[src/rtl/bss_pkg.sv]
// Shared types and constants for the bit-serial subtractor.
// Latency: n/a (declarations only).
// Backpressure: n/a.
package bss_pkg;

    localparam int W_DEF = 4;

    typedef enum logic [1:0] {
        IDLE = 2'd0,
        RUN  = 2'd1,
        DONE = 2'd2
    } state_t;

endpackage

[src/rtl/fs_cell.sv]
// One-bit full subtractor: d = a - b - r, bo = borrow out of this bit.
// Latency: combinational.
// Backpressure: none.
// Ports: a (minuend bit), b (subtrahend bit), r (borrow in), d (difference bit), bo (borrow out).
module fs_cell (
    input  logic a,
    input  logic b,
    input  logic r,
    output logic d,
    output logic bo
);

    assign d  = a ^ b ^ r;
    // Borrow when b exceeds a outright, or a==b and a borrow is pending.
    assign bo = (~a & b) | (~(a ^ b) & r);

endmodule

[src/rtl/bit_serial_sub.sv]
// Bit-serial subtractor: D = A - B - bin (mod 2^W), one bit per clock, LSB first.
// Latency: W+1 edges from accepted start to the done pulse; busy covers edges k..k+W.
// Backpressure: none; start is only sampled in IDLE, requests while busy/done are dropped.
// Ports: clk, rst_n (async active-low), start, bin, A, B in; D, Bo (per-bit borrow,
//        Bo[W-1] = final borrow), busy, done (one-cycle pulse) out.
module bit_serial_sub
    import bss_pkg::*;
#(
    parameter int W = W_DEF
) (
    input  logic         clk,
    input  logic         rst_n,
    input  logic         start,
    input  logic         bin,
    input  logic [W-1:0] A,
    input  logic [W-1:0] B,
    output logic [W-1:0] D,
    output logic [W-1:0] Bo,
    output logic         busy,
    output logic         done
);

    localparam int CNT_W = $clog2(W);
    localparam logic [CNT_W-1:0] LAST_IDX = CNT_W'(W - 1);

    state_t           state_q;
    state_t           state_d;
    logic [W-1:0]     a_s;
    logic [W-1:0]     b_s;
    logic             brw_q;
    logic [CNT_W-1:0] idx_q;
    logic             cell_d;
    logic             cell_bo;
    logic             last_bit;

    assign last_bit = (idx_q == LAST_IDX);

    fs_cell u_fs_cell (
        .a  (a_s[idx_q]),
        .b  (b_s[idx_q]),
        .r  (brw_q),
        .d  (cell_d),
        .bo (cell_bo)
    );

    always_ff @(posedge clk or negedge rst_n) begin
        if (!rst_n) begin
            state_q <= IDLE;
        end else begin
            state_q <= state_d;
        end
    end

    always_comb begin
        state_d = state_q;
        case (state_q)
            IDLE:    if (start) state_d = RUN;
            RUN:     if (last_bit) state_d = DONE;
            DONE:    state_d = IDLE;
            default: state_d = IDLE;
        endcase
    end

    always_ff @(posedge clk or negedge rst_n) begin
        if (!rst_n) begin
            a_s   <= '0;
            b_s   <= '0;
            brw_q <= 1'b0;
            idx_q <= '0;
            D     <= '0;
            Bo    <= '0;
            busy  <= 1'b0;
            done  <= 1'b0;
        end else begin
            case (state_q)
                IDLE: begin
                    // Operands are shadowed so later changes on A/B/bin cannot leak in.
                    if (start) begin
                        a_s   <= A;
                        b_s   <= B;
                        brw_q <= bin;
                        idx_q <= '0;
                        D     <= '0;
                        Bo    <= '0;
                        busy  <= 1'b1;
                    end
                end
                RUN: begin
                    D[idx_q]  <= cell_d;
                    Bo[idx_q] <= cell_bo;
                    brw_q     <= cell_bo;
                    idx_q     <= idx_q + CNT_W'(1);
                    if (last_bit) begin
                        done <= 1'b1;
                        busy <= 1'b0;
                    end
                end
                DONE: begin
                    done <= 1'b0;
                end
                default: begin
                    done <= 1'b0;
                    busy <= 1'b0;
                end
            endcase
        end
    end

endmodule
[config.mk]
export PLATFORM = sky130hd
export DESIGN_NAME = bit_serial_sub
export DESIGN_NICKNAME = d
export VERILOG_FILES = /design/src/rtl/bss_pkg.sv /design/src/rtl/fs_cell.sv /design/src/rtl/bit_serial_sub.sv
export SDC_FILE = /design/constraint.sdc
export NUM_CORES = 1
export LEC_CHECK = 0
export CAP_MARGIN = 20
export CORE_MARGIN = 2
export CORE_UTILIZATION = 30
export CTS_CLUSTER_DIAMETER = 60
export DETAILED_ROUTE_END_ITERATION = 8
export MAX_ROUTING_LAYER = met4
export PLACE_DENSITY = 0.52
export SLEW_MARGIN = 20
export SYNTH_ARGS = -nofsm -noshare
export SYNTH_HDL_FRONTEND = slang
export SYNTH_HIERARCHICAL = 1
export SYNTH_SLANG_ARGS = --single-unit
export TNS_END_PERCENT = 50
[constraint.sdc]
create_clock -name clk -period 1.85 [get_ports clk]
set_input_delay 0.185 -clock clk [delete_from_list [all_inputs] [get_ports clk]]
set_output_delay 0.185 -clock clk [all_outputs]
set_load 0.1 [all_outputs]
======== Word level (Yosys, flattened, before mapping) ========
Cells that the tools add are included.
operators by class
  $add $sub $neg .......................... 1
  $lt $le $gt $ge ......................... 2
  eq/ne operators ......................... 5
  muxes and demuxes ....................... 23
  bitwise operators ....................... 9
  reduce and logical (&&, ||, !) cells .... 8
operators with widths
  operator                                                     count
  case mux 4 bit (2 select lines)                              2
  bitwise mux 4 bit                                            2
  case mux 2 bit (2 select lines)                              2
  AND reduction 2 bit                                          4
  2-to-1 mux 1 bit                                             7
  2-to-1 mux 2 bit                                             3
  binary-select mux 1 bit (select 2 bit)                       2
  == test 2 bit (second input constant)                        2
  2-to-1 mux 4 bit                                             1
  != test 2 bit (second input constant)                        2
  NOT 1 bit                                                    4
  case mux 1 bit (2 select lines)                              2
  less-than comparator 2 x 3 -> 1 bit (second input constant)  1
  case mux 1 bit (3 select lines)                              1
  AND reduction 3 bit                                          1
  adder 2 x 1 -> 2 bit (second input constant)                 1
  AND 1 bit                                                    2
  demux 1 bit (select 2 bit)                                   1
  == test 2 x 1 -> 1 bit (second input constant)               1
  >= comparator 2 x 1 -> 1 bit (second input constant)         1
  zero test 2 bit                                              1
  nonzero test 2 bit                                           1
  XOR 1 bit                                                    2
  logical AND 1 bit                                            1
  OR 1 bit                                                     1
storage, ports and cells
  flip-flop bits (word level) ............. 23

======== Depth between registers and ports, before layout ========
Gate-level depths: netlist (run 1).
  depth in word-level cells ............... 8
  gate-level depth with buffers ........... 6
  gate-level depth less buffers ........... 6

======== Hierarchy ========
The synthesis (run 1) kept the hierarchy.
modules (own cells, without submodules)
  module          instances  cells an instance  area each (um2)  sequential area each (um2)
  bit_serial_sub  1          97                 1092.3           575.6
  fs_cell         1          4                  31.3             0.0

======== Least setup slack after synthesis (run 1) ========
Ideal clock, no wire load.
  kind .................................... register -> register
  start point ............................. register idx_q[0]
  end point ............................... register D[0]
  library setup time ...................... 0.087 ns
  arrival time ............................ 1.774 ns
  slack ................................... -0.010 ns
  stages on the path, launching flop included .. 5
  path buffers ............................ 0
  clock period less this slack ............ 1.860 ns
  cell sequence ........................... dfrtp_1 -> mux4_2 -> fa_1 -> nand2b_1 -> o211ai_1
between the ends
  longest elaborated chain between the ends .. 6
  elaborated cells on any way between the ends .. 13
  those cells by class .................... 2 x order compare; 8 x mux; 2 x bitwise; 1 x reduce/logical
RTL lines
  element                                                    line                                        source
  start, declared                                            bit_serial_sub.sv:31                        logic [CNT_W-1:0] idx_q;
  start signal, assigned                                     bit_serial_sub.sv:92                        idx_q <= idx_q + CNT_W'(1);
  binary-select mux 1 bit (select 2 bit) (on tied branches)  bit_serial_sub.sv:39, bit_serial_sub.sv:40
  2-to-1 mux 1 bit (on tied branches)                        bit_serial_sub.sv:39, bit_serial_sub.sv:40
  XOR 1 bit * (2 in series)                                  fs_cell.sv:13                               assign d = a ^ b ^ r;
  via cell_d                                                 bit_serial_sub.sv:32                        logic cell_d;
  bitwise mux 4 bit *                                        bit_serial_sub.sv:89                        D[idx_q] <= cell_d;
  case mux 4 bit (2 select lines) *                          bit_serial_sub.sv:75                        case (state_q)
  end signal, assigned by index                              bit_serial_sub.sv:89
  end, declared                                              bit_serial_sub.sv:17                        output logic [W-1:0] D,
The timed path passes the listed nets; every way through them passes the cells marked *. The select of a mux whose other input is x is not followed.
A chain may end at the register's enable or synchronous reset.

======== Worst setup path after layout (run 1) ========
  start point ............................. register idx_q[0]
  end point ............................... register D[2]
Same word-level chain as after synthesis.

==> results of run 1 <==
-- kinds of logic (layout without fill, tap and decap cells) --
family	Yosys count	after routing	share of synthesized area (%)
adder cells (fa/ha/maj)	5	5	6.236
buffers and inverters	12	39	4.900
flip-flops	23	23	51.22
multiplexers	10	10	12.03
AO/OA/AOI/OAI	17	17	10.47
AND/OR/NAND/NOR	34	34	15.14
-- repair_timing --
item / CTS / global route
setup endpoints to repair: 8 / 7
pin swaps: 2 / 4
setup buffers: 1 / 0
gates resized for setup: 1 / 6
-- placed cells by master, fill, tap and decap left out --
cell,n
o22ai_1,1
a21oi_1,2
mux4_2,2
nor2b_1,3
ha_1,4
inv_1,7
nand2_1,23
clkbuf_1,1
a21boi_0,1
o21ai_0,2
mux2_2,8
clkdlybuf4s50_1,11
o211ai_1,6
o21ai_2,1
inv_2,2
nand2b_1,1
nor2_4,1
o221ai_1,1
buf_4,15
clkbuf_8,3
nand2b_4,3
o221ai_2,1
or4b_4,1
dfrtp_1,22
dfrtp_2,1
fa_2,1
nor2_1,2
o21bai_1,1
a21oi_2,1
-- area by class of cell --
cell class / instances / area (sq um)
inverters: 9 / 33.78
repair buffers: 26 / 222.7
fillers: 362 / 2175
flip-flops and latches: 23 / 576.8
multi-input cells: 66 / 520.5
clock buffers: 4 / 45.04
well taps: 48 / 60.06
-- worst register-to-register path, cell delays in order (launching register included) --
cell and delay (ps):
dfrtp_2 400, mux4_2 530, fa_2 580, nand2b_4 70, o211ai_1 150
-- registers in the layout (all words and copies together), names as in the netlist --
signal,cells
brw_q,1
done,1
busy,1
Bo,4
idx_q,2
state_q,2
a_s,4
D,4
b_s,4
-- through the flow --
stage / cells / hold WS [ps] / setup slack [ps]
final: 176 / 273.9 / 51.65
after global routing: 176 / 301.7 / -29.59
after CTS: 176 / 287.7 / 27.80
after detailed placement: 171 / 498.0 / -30.00
after global placement: 171 / 484.7 / 13.54
after floorplan: 101 / -110.6 / 42.64
-- worst max-delay path by stage --
stage                        start     to  slack (ps)  cells after the start
final                     idx_q[0]   D[2]          50                      4
after global routing      idx_q[0]   D[3]         -30                      4
after CTS                 idx_q[0]   D[1]          30                      5
after detailed placement  idx_q[0]   D[0]         -30                      4
after global placement    idx_q[0]  Bo[1]          10                      5
after floorplan           idx_q[0]   D[0]          40                      4
-- layer usage --
layer	GRT usage, %	wire (microns)
met1	16.16	992
met2	18.75	1033
met3	4.110	110
met4	1.563	12
met5	-	0
==> impl_metrics.py, run 1 <==
metrics = {
    "cells_and_area": {
        "drive_above_1_share_pct": 31.25,
        "post-route-util_pct": 40.15,
        "final_nets": 146,
        "antennaDiodeCount": 0,
        "stdcell_area_sq_um": 1459,
        "syn_to_final_growth_pct": 29.84,
    },
    "critical_path": {
        "reg2reg_slack_ps": 50,
        "reg2regPathDepth": 4,
        "arrival_ps": 1990,
        "crit_type": "flop to flop",
        "r2r-start": "idx_q[0]",
        "cp_data_required_time_ps": 2040,
        "cpPeakStageDelay_ps": 580,
        "r2r-end": "D[2]",
        "setup.worst_path.end_class": "flop",
        "crit_chain": "mux4_2 > fa_2 > nand2b_4 > o211ai_1",
        "cp_top_family": "adder cells",
        "worstSetupStartpointType": "flop",
        "cp_max_fo": 4,
        "path_buf_inv": 0,
        "slowest_stage": "fa_2",
    },
    "min_path": {
        "hold_path_class": "primary input to async pin",
    },
    "timing": {
        "period_minus_slack_ps": 1798,
        "finalHoldViolations": 0,
        "clock.fmax_mhz": 556.1,
        "skew_ps": 7.276,
        "rsz0062_at_grt": "yes",
        "slew_viol_final": 0,
        "maxSlewHeadroom_pct": 44.24,
        "finalSetupTns_ps": 0,
        "setup_viol": 0,
        "fin_crit_sh_pct": 97.21,
        "worst_slew_pin_slew_ps": 834.7,
    },
    "synth": {
        "ys_ff_latch": 23,
        "synth_area_leaders": "dfrtp_1, mux2_2, nand2_1",
        "synth.top_cell.area_share_pct": 51.22,
        "syn-num-nets": 118,
        "synth_edf_count": 0,
        "yosys_warnings": 6,
        "yosys.cell_types.count": 23,
        "netlist_area_sq_um": 1124,
        "synth_top_flop_cell": "dfrtp_1",
        "syn_inst": 101,
        "async_flop_share_pct": 100.0,
        "synth_top_cell_by_area": "dfrtp_1",
        "synth.cells.most_frequent": "dfrtp_1, nand2_1, inv_1, mux2_2, o211ai_1",
        "synth_area_per_cell_sq_um": 11.12,
        "ys_seq_area_share_pct": 51.22,
    },
    "die": {
        "dieArea_sq_um": 4251,
        "io_pins": 22,
        "design.core.area_sq_um": 3633,
        "die_h_microns": 65.20,
        "start_util_pct": 30.92,
        "placementRows": 22,
        "die_x_microns": 65.20,
    },
    "clock_tree": {
        "cts.htree.levels": 1,
        "root_buffer": "clkbuf_8",
        "cts_buffer_depth": 2,
        "hold_buffers": 0,
        "cts_tree": "yes",
        "cts_buffers": 3,
        "clk_pin_slew_ps": 80,
        "insertion_delay_ps": 260,
        "cts_sinks": 23,
    },
    "global_route": {
        "grt_max_degree": 24,
        "grt_pass1_wl_microns": 3912,
        "grt_overflow": 0,
        "grt_pass1_vias": 842,
        "grt_util_all_layers_pct": 12.18,
        "antenna_found_initial": 0,
    },
    "detailed_routing": {
        "drt_pass1_iterations": 4,
        "wl_microns": 2149,
        "antenna_left": 0,
        "first_iter_violations": 47,
        "wl_per_cell_microns": 12.21,
        "drc": 0,
        "num_vias": 810,
        "vias_per_cell": 4.602,
    },
    "placed_design": {
        "portBuffers": 21,
        "gp_congestion": 0.7330,
        "hpwl_microns": 1640,
        "place_area_sq_um": 1379,
    },
    "run_status": {
        "outcome": "completed",
    },
    "job": {
        "max_cap_violations": 0,
    },
}
Power of run 1 is not shown: default switching activity piles up to over one toggle a cycle in this logic, so the estimate is an artifact.
==> run 2: changes to the inputs <==
--- a/config.mk
+++ b/config.mk
@@ -7,14 +7,15 @@
 export LEC_CHECK = 0
 export CAP_MARGIN = 20
 export CORE_MARGIN = 2
-export CORE_UTILIZATION = 30
+export CORE_UTILIZATION = 45
 export CTS_CLUSTER_DIAMETER = 60
 export DETAILED_ROUTE_END_ITERATION = 8
 export MAX_ROUTING_LAYER = met4
-export PLACE_DENSITY = 0.52
+export PLACE_DENSITY = 0.73
+export SETUP_SLACK_MARGIN = 0.15
 export SLEW_MARGIN = 20
 export SYNTH_ARGS = -nofsm -noshare
 export SYNTH_HDL_FRONTEND = slang
 export SYNTH_HIERARCHICAL = 1
 export SYNTH_SLANG_ARGS = --single-unit
-export TNS_END_PERCENT = 50
+export TNS_END_PERCENT = 30
==> impl_metrics.py, run 2 (synthesis results as in run 1) <==
metrics = {
    "run_status": {
        "outcome": "completed",
    },
    "timing": {
        "maxSlewHeadroom_pct": 48.01,
        "setup_viol": 0,
        "period_minus_slack_ps": 1788,
        "rsz0062_at_grt": "yes",
        "skew_ps": 9.019,
        "whs_ps": 208.0,
        "slew_viol_final": 0,
        "clock.fmax_mhz": 559.4,
        "finalHoldViolations": 0,
        "fin_crit_sh_pct": 96.63,
        "finalSetupTns_ps": 0,
        "worst_slew_pin_slew_ps": 778.3,
    },
    "min_path": {
        "hold_path_class": "primary input to async pin",
    },
    "die": {
        "io_pins": 22,
        "dieArea_sq_um": 2913,
        "placementRows": 18,
        "design.core.area_sq_um": 2410,
        "die_h_microns": 53.97,
        "start_util_pct": 46.63,
        "die_x_microns": 53.97,
    },
    "job": {
        "max_cap_violations": 0,
    },
    "cells_and_area": {
        "final_cell_mix": "nand2_1, dfrtp_1, buf_4, clkdlybuf4s50_1, mux2_2",
        "syn_to_final_growth_pct": 22.94,
        "antennaDiodeCount": 0,
        "drive_above_1_share_pct": 27.20,
        "seqCellArea_sq_um": 576.8,
        "nFillCells": 216,
        "final_nets": 143,
        "layout_commonest_cell": "nand2_1",
        "multi_input_area_sq_um": 506.7,
    },
    "clock_tree": {
        "root_buffer": "clkbuf_4",
        "insertion_delay_ps": 310,
        "clk_pin_slew_ps": 120,
        "cts_sinks": 23,
        "cts_buffer_depth": 2,
        "cts_tree": "yes",
        "cts.htree.levels": 1,
        "cts_buffers": 3,
    },
    "detailed_routing": {
        "wl_met3_microns": 107,
        "drt_pass1_iterations": 3,
        "drt-met1-wl_microns": 891,
        "wl_per_cell_microns": 12.26,
        "num_vias": 785,
        "top_layer": "met4",
        "wl_met2_microns": 871,
        "wl_microns": 1901,
        "drc": 0,
        "antenna_left": 0,
        "first_iter_violations": 8,
        "vias_per_cell": 5.065,
    },
    "critical_path": {
        "setup.worst_path.end_class": "flop",
        "cp_max_fo": 4,
        "crit_chain": "mux4_2 > fa_1 > nand2b_4 > o211ai_1",
        "path_buf_inv": 0,
        "crit_type": "flop to flop",
        "arrival_ps": 2030,
        "cp_data_required_time_ps": 2090,
        "reg2reg_slack_ps": 60,
        "cp_top_family": "adder cells",
        "worstSetupStartpointType": "flop",
        "cpPeakStageDelay_ps": 540,
        "slowest_stage": "fa_1",
    },
    "global_route": {
        "grt_pass1_wl_microns": 3215,
        "grt_max_degree": 24,
        "grt_util_all_layers_pct": 15.95,
        "grt_overflow": 0,
        "grt_pass1_vias": 741,
        "antenna_found_initial": 0,
    },
    "placed_design": {
        "portBuffers": 21,
        "gp_congestion": 0.7633,
    },
}
==> run 2: cell types whose count changed in the layout (fill, tap and decap cells not counted), sizes merged <==
| cell | previous run | this run |
|---|---|---|
| buf | 15 | 12 |
==> run 2: worst paths after layout <==
| kind | startpoint | endpoint | cells past startpoint |
|---|---|---|---|
| worst max-delay path | idx_q[0] | D[0] | 4 |
| worst min-delay path | rst_n | D[3] | 2 |
| worst min register to register | done | done | 2 |
| worst max register to register | idx_q[0] | D[0] | 4 |
| min in group clk | A[3] | a_s[3] | 2 |
| max in group asynchronous | rst_n | idx_q[0] | 2 |
==> run 2: per-layer routing <==
metal / vias up / track usage (%)
met5: - / -
met2: 19 / 25.41
li1: 390 / -
met4: 0 / 6.250
met1: 372 / 19.75
met3: 4 / 3.611
==> run 2: final cells by class <==
cell class	instances	area share, %
clock buffer	4	1.902
timing repair buffer	23	14.49
inverter	9	2.446
sequential	23	41.76
tap	30	2.717
multi-input combinational	66	36.68
==> run 2: repair_timing <==
| action | 4_1_cts | 5_1_grt |
|---|---|---|
| pin swaps | 0 | 1 |
| buffers inserted | 0 | 0 |
| hold buffers | 0 | 0 |
| resized for setup | 1 | 2 |
| endpoints found under the setup margin | 8 | 9 |
| gates cloned | 0 | 0 |
==> run 2: stage by stage <==
| step | util, % | cells | setup slack (ps) | instance area [sq um] |
|---|---|---|---|---|
| floorplan | - | 101 | 101.0 | 1125 |
| global placement | 55.66 | 151 | 84.29 | 1341 |
| detailed placement | 55.66 | 151 | 28.23 | 1341 |
| CTS | 57.01 | 155 | 29.56 | 1374 |
| global route | 57.32 | 155 | -47.92 | 1381 |
| finish | 57.32 | 155 | 62.41 | 1381 |
Power of run 2 is left out for the same reason.
==> run 3: changes to the inputs <==
--- a/config.mk
+++ b/config.mk
@@ -5,7 +5,6 @@
 export SDC_FILE = /design/constraint.sdc
 export NUM_CORES = 1
 export LEC_CHECK = 0
-export CAP_MARGIN = 20
 export CORE_MARGIN = 2
 export CORE_UTILIZATION = 45
 export CTS_CLUSTER_DIAMETER = 60
==> results of run 3 <==
The final DEF is identical to that of run 2; final timing and power are the same.
Power of run 3 is left out for the same reason.
==> edit: new RTL, settings of run 3 <==
`W_DEF`: 4 -> 16.
--- a/src/rtl/bss_pkg.sv
+++ b/src/rtl/bss_pkg.sv
@@ -3,7 +3,7 @@
 // Backpressure: n/a.
 package bss_pkg;
 
-    localparam int W_DEF = 4;
+    localparam int W_DEF = 16;
 
     typedef enum logic [1:0] {
         IDLE = 2'd0,
Ports: changed (resized A, B, Bo and D); port bits go from 22 to 70. The function was not compared with the original's and may differ.
==> edit against run 3 <==
- the flow now finishes with violations (setup timing)
- sequential cell count is 50 higher
- non-clock buffer count up 92
- die area rose to 2.9 times the old value
- critical path depth up 5
- wire length increased to 4.0 times the old value
- cell area rose to 3.5 times the old value
- via count increased to 3.3 times the old value
- synthesized area grew to 3.1 times the old value
- setup slack got worse by 0.72 ns
Power is not shown: default switching activity piles up to over one toggle a cycle in this logic, so the estimate is an artifact.
==> edit: results (changes against run 3) <==
- The final routed wire length divided by cell count is 15.1 um (was 12.3 um).
- The pin count of the biggest net entering global routing came to 74 (was 24).
- Top area cells in the synthesized netlist: dfrtp_1, mux2_4, mux4_2 (was dfrtp_1, mux2_2, nand2_1).
- The multiplexer share of the synthesized area is 22.0% (was 12.0%).
- The maximum fanout encountered on the critical timing path is 5 (was 4).
- The net count of the mapped netlist is 333 (was 118).
- The final reports fail on setup timing.
- The clock latency reported for the late side of the worst-skew pair came to 0.34 ns (was 0.31 ns).
- Run status: finished, violations left (was finished, final reports clean).
- The fraction of the mapped netlist area in adder cells is 1.98% (was 6.24%).
- The cell type group with the largest total delay on the critical path is multiplexers (was adder cells).
- The delay of the slowest cell on the worst path is 0.51 ns (was 0.54 ns).
- Most common library cells after synthesis: dfrtp_1, nand2_1, mux2_4 (was dfrtp_1, nand2_1, inv_1).
- The clock transition at the register clock pins on the worst setup and hold paths after CTS came to 0.08 ns (was 0.12 ns).
- The total of buffers placed on input and output ports is 69 (was 21).
- The count of distinct cell types in the synthesized netlist was 34 (was 23).
- The measured slew at the worst slew-check pin was 0.558 ns (was 0.778 ns).
- The number of filler instances in the final layout came to 625 (was 216).
- The detailed router's first-iteration violation count is 117 (was 8).
- The setup-violating endpoint count in the final report came to 33 (was 0).
- The root cell of the clock tree is clkbuf_8 (was clkbuf_4).
- The fraction of final layout cells sized beyond drive strength 1 is 36.5% (was 27.2%).
- The level count of the clock H-tree is 3 (was 1).
- The total global-route track usage is 19.8% (was 15.9%).
- The wire length of the first global-routing pass is 12.8 mm (was 3.22 mm).
- The share of synthesized area occupied by flip-flops and latches came to 51.6% (was 51.2%).
- The post-route worst setup slack is -0.661 ns (was 0.0624 ns).
- The master of the slowest instance on the critical path is mux4_2 (was fa_1).
- The net count of the finished layout was 439 (was 143).
- The buffers inserted during post-CTS setup optimization is 0 (unchanged).
- The count of vias placed by the detailed router is 2556 (was 785).
- The count of TritonRoute iterations in the first routing pass was 6 (was 3).
- The fraction of the mapped netlist area in compound gates is 6.26% (was 10.5%).
[edit: changes by cell type after synthesis, sizes merged, moves of 7 or more]
cell   change
mux2      +29
nand3     +24
dfrtp     +50
nand2     +12
mux2i      +7
o21ai     +20
nor2       +9
buf       +11
[edit: logic make-up after synthesis]
group / after synthesis
XOR/XNOR: 1
multiplexers: 52
adder cells (fa/ha/maj): 5
buffers and inverters: 29
AND/OR/NAND/NOR: 95
flip-flops: 73
AO/OA/AOI/OAI: 37
[edit: routing by layer]
layer / routed length [um] / GRT usage (%) / up-vias
li1: - / - / 1234
met1: 3440 / 26.0 / 1232
met2: 3700 / 31.2 / 80
met3: 332 / 3.17 / 10
met4: 147 / 7.60 / 0
met5: 0 / - / -
[edit: tightest hold or removal path, delay by kind of cell]
kind                   cells  cell delay (ns)
buffers and inverters      3             0.95
[edit: metrics by stage]
| stage | instance area (um2) | setup TNS (ns) | cells | setup slack (ns) |
|---|---|---|---|---|
| 4_1_cts | 4740 | -13.48 | 505 | -0.673 |
| 5_1_grt | 4780 | -16.12 | 505 | -0.766 |
| 3_5_place_dp | 4510 | -12.28 | 488 | -0.682 |
| 2_1_floorplan | 3550 | -10.90 | 292 | -0.664 |
| 6_report | 4780 | -12.27 | 505 | -0.661 |
| 3_3_place_gp | 4510 | -11.32 | 488 | -0.642 |
[edit: worst paths after layout]
kind,startpoint,to,slack (ns),depth (start not counted)
min in group clk,A[10],a_s[10],0.45,2
max in group asynchronous,rst_n,idx_q[1],1.14,3
worst min-delay path,rst_n,Bo[6],0.39,3
worst min register to register,b_s[4],b_s[4],0.51,1
worst max register to register,idx_q[0],D[12],-0.66,9
worst max-delay path,idx_q[0],D[12],-0.66,9
[edit: repair_timing]
| action | CTS | global route |
|---|---|---|
| setup endpoints to repair | 33 | 34 |
| pin swaps | 3 | 1 |
| hold endpoints to repair | 73 | 0 |
| resized for setup | 3 | 15 |
| hold buffers | 1 | 0 |
[edit: area by class of cell]
cell class	count	share of cell area, %
clock buffers	11	2.96
clock inverters	5	1.65
inverters	9	0.707
multi-input cells	190	32.8
flip-flops and latches	73	38.3
well taps	102	2.67
repair buffers	115	20.9
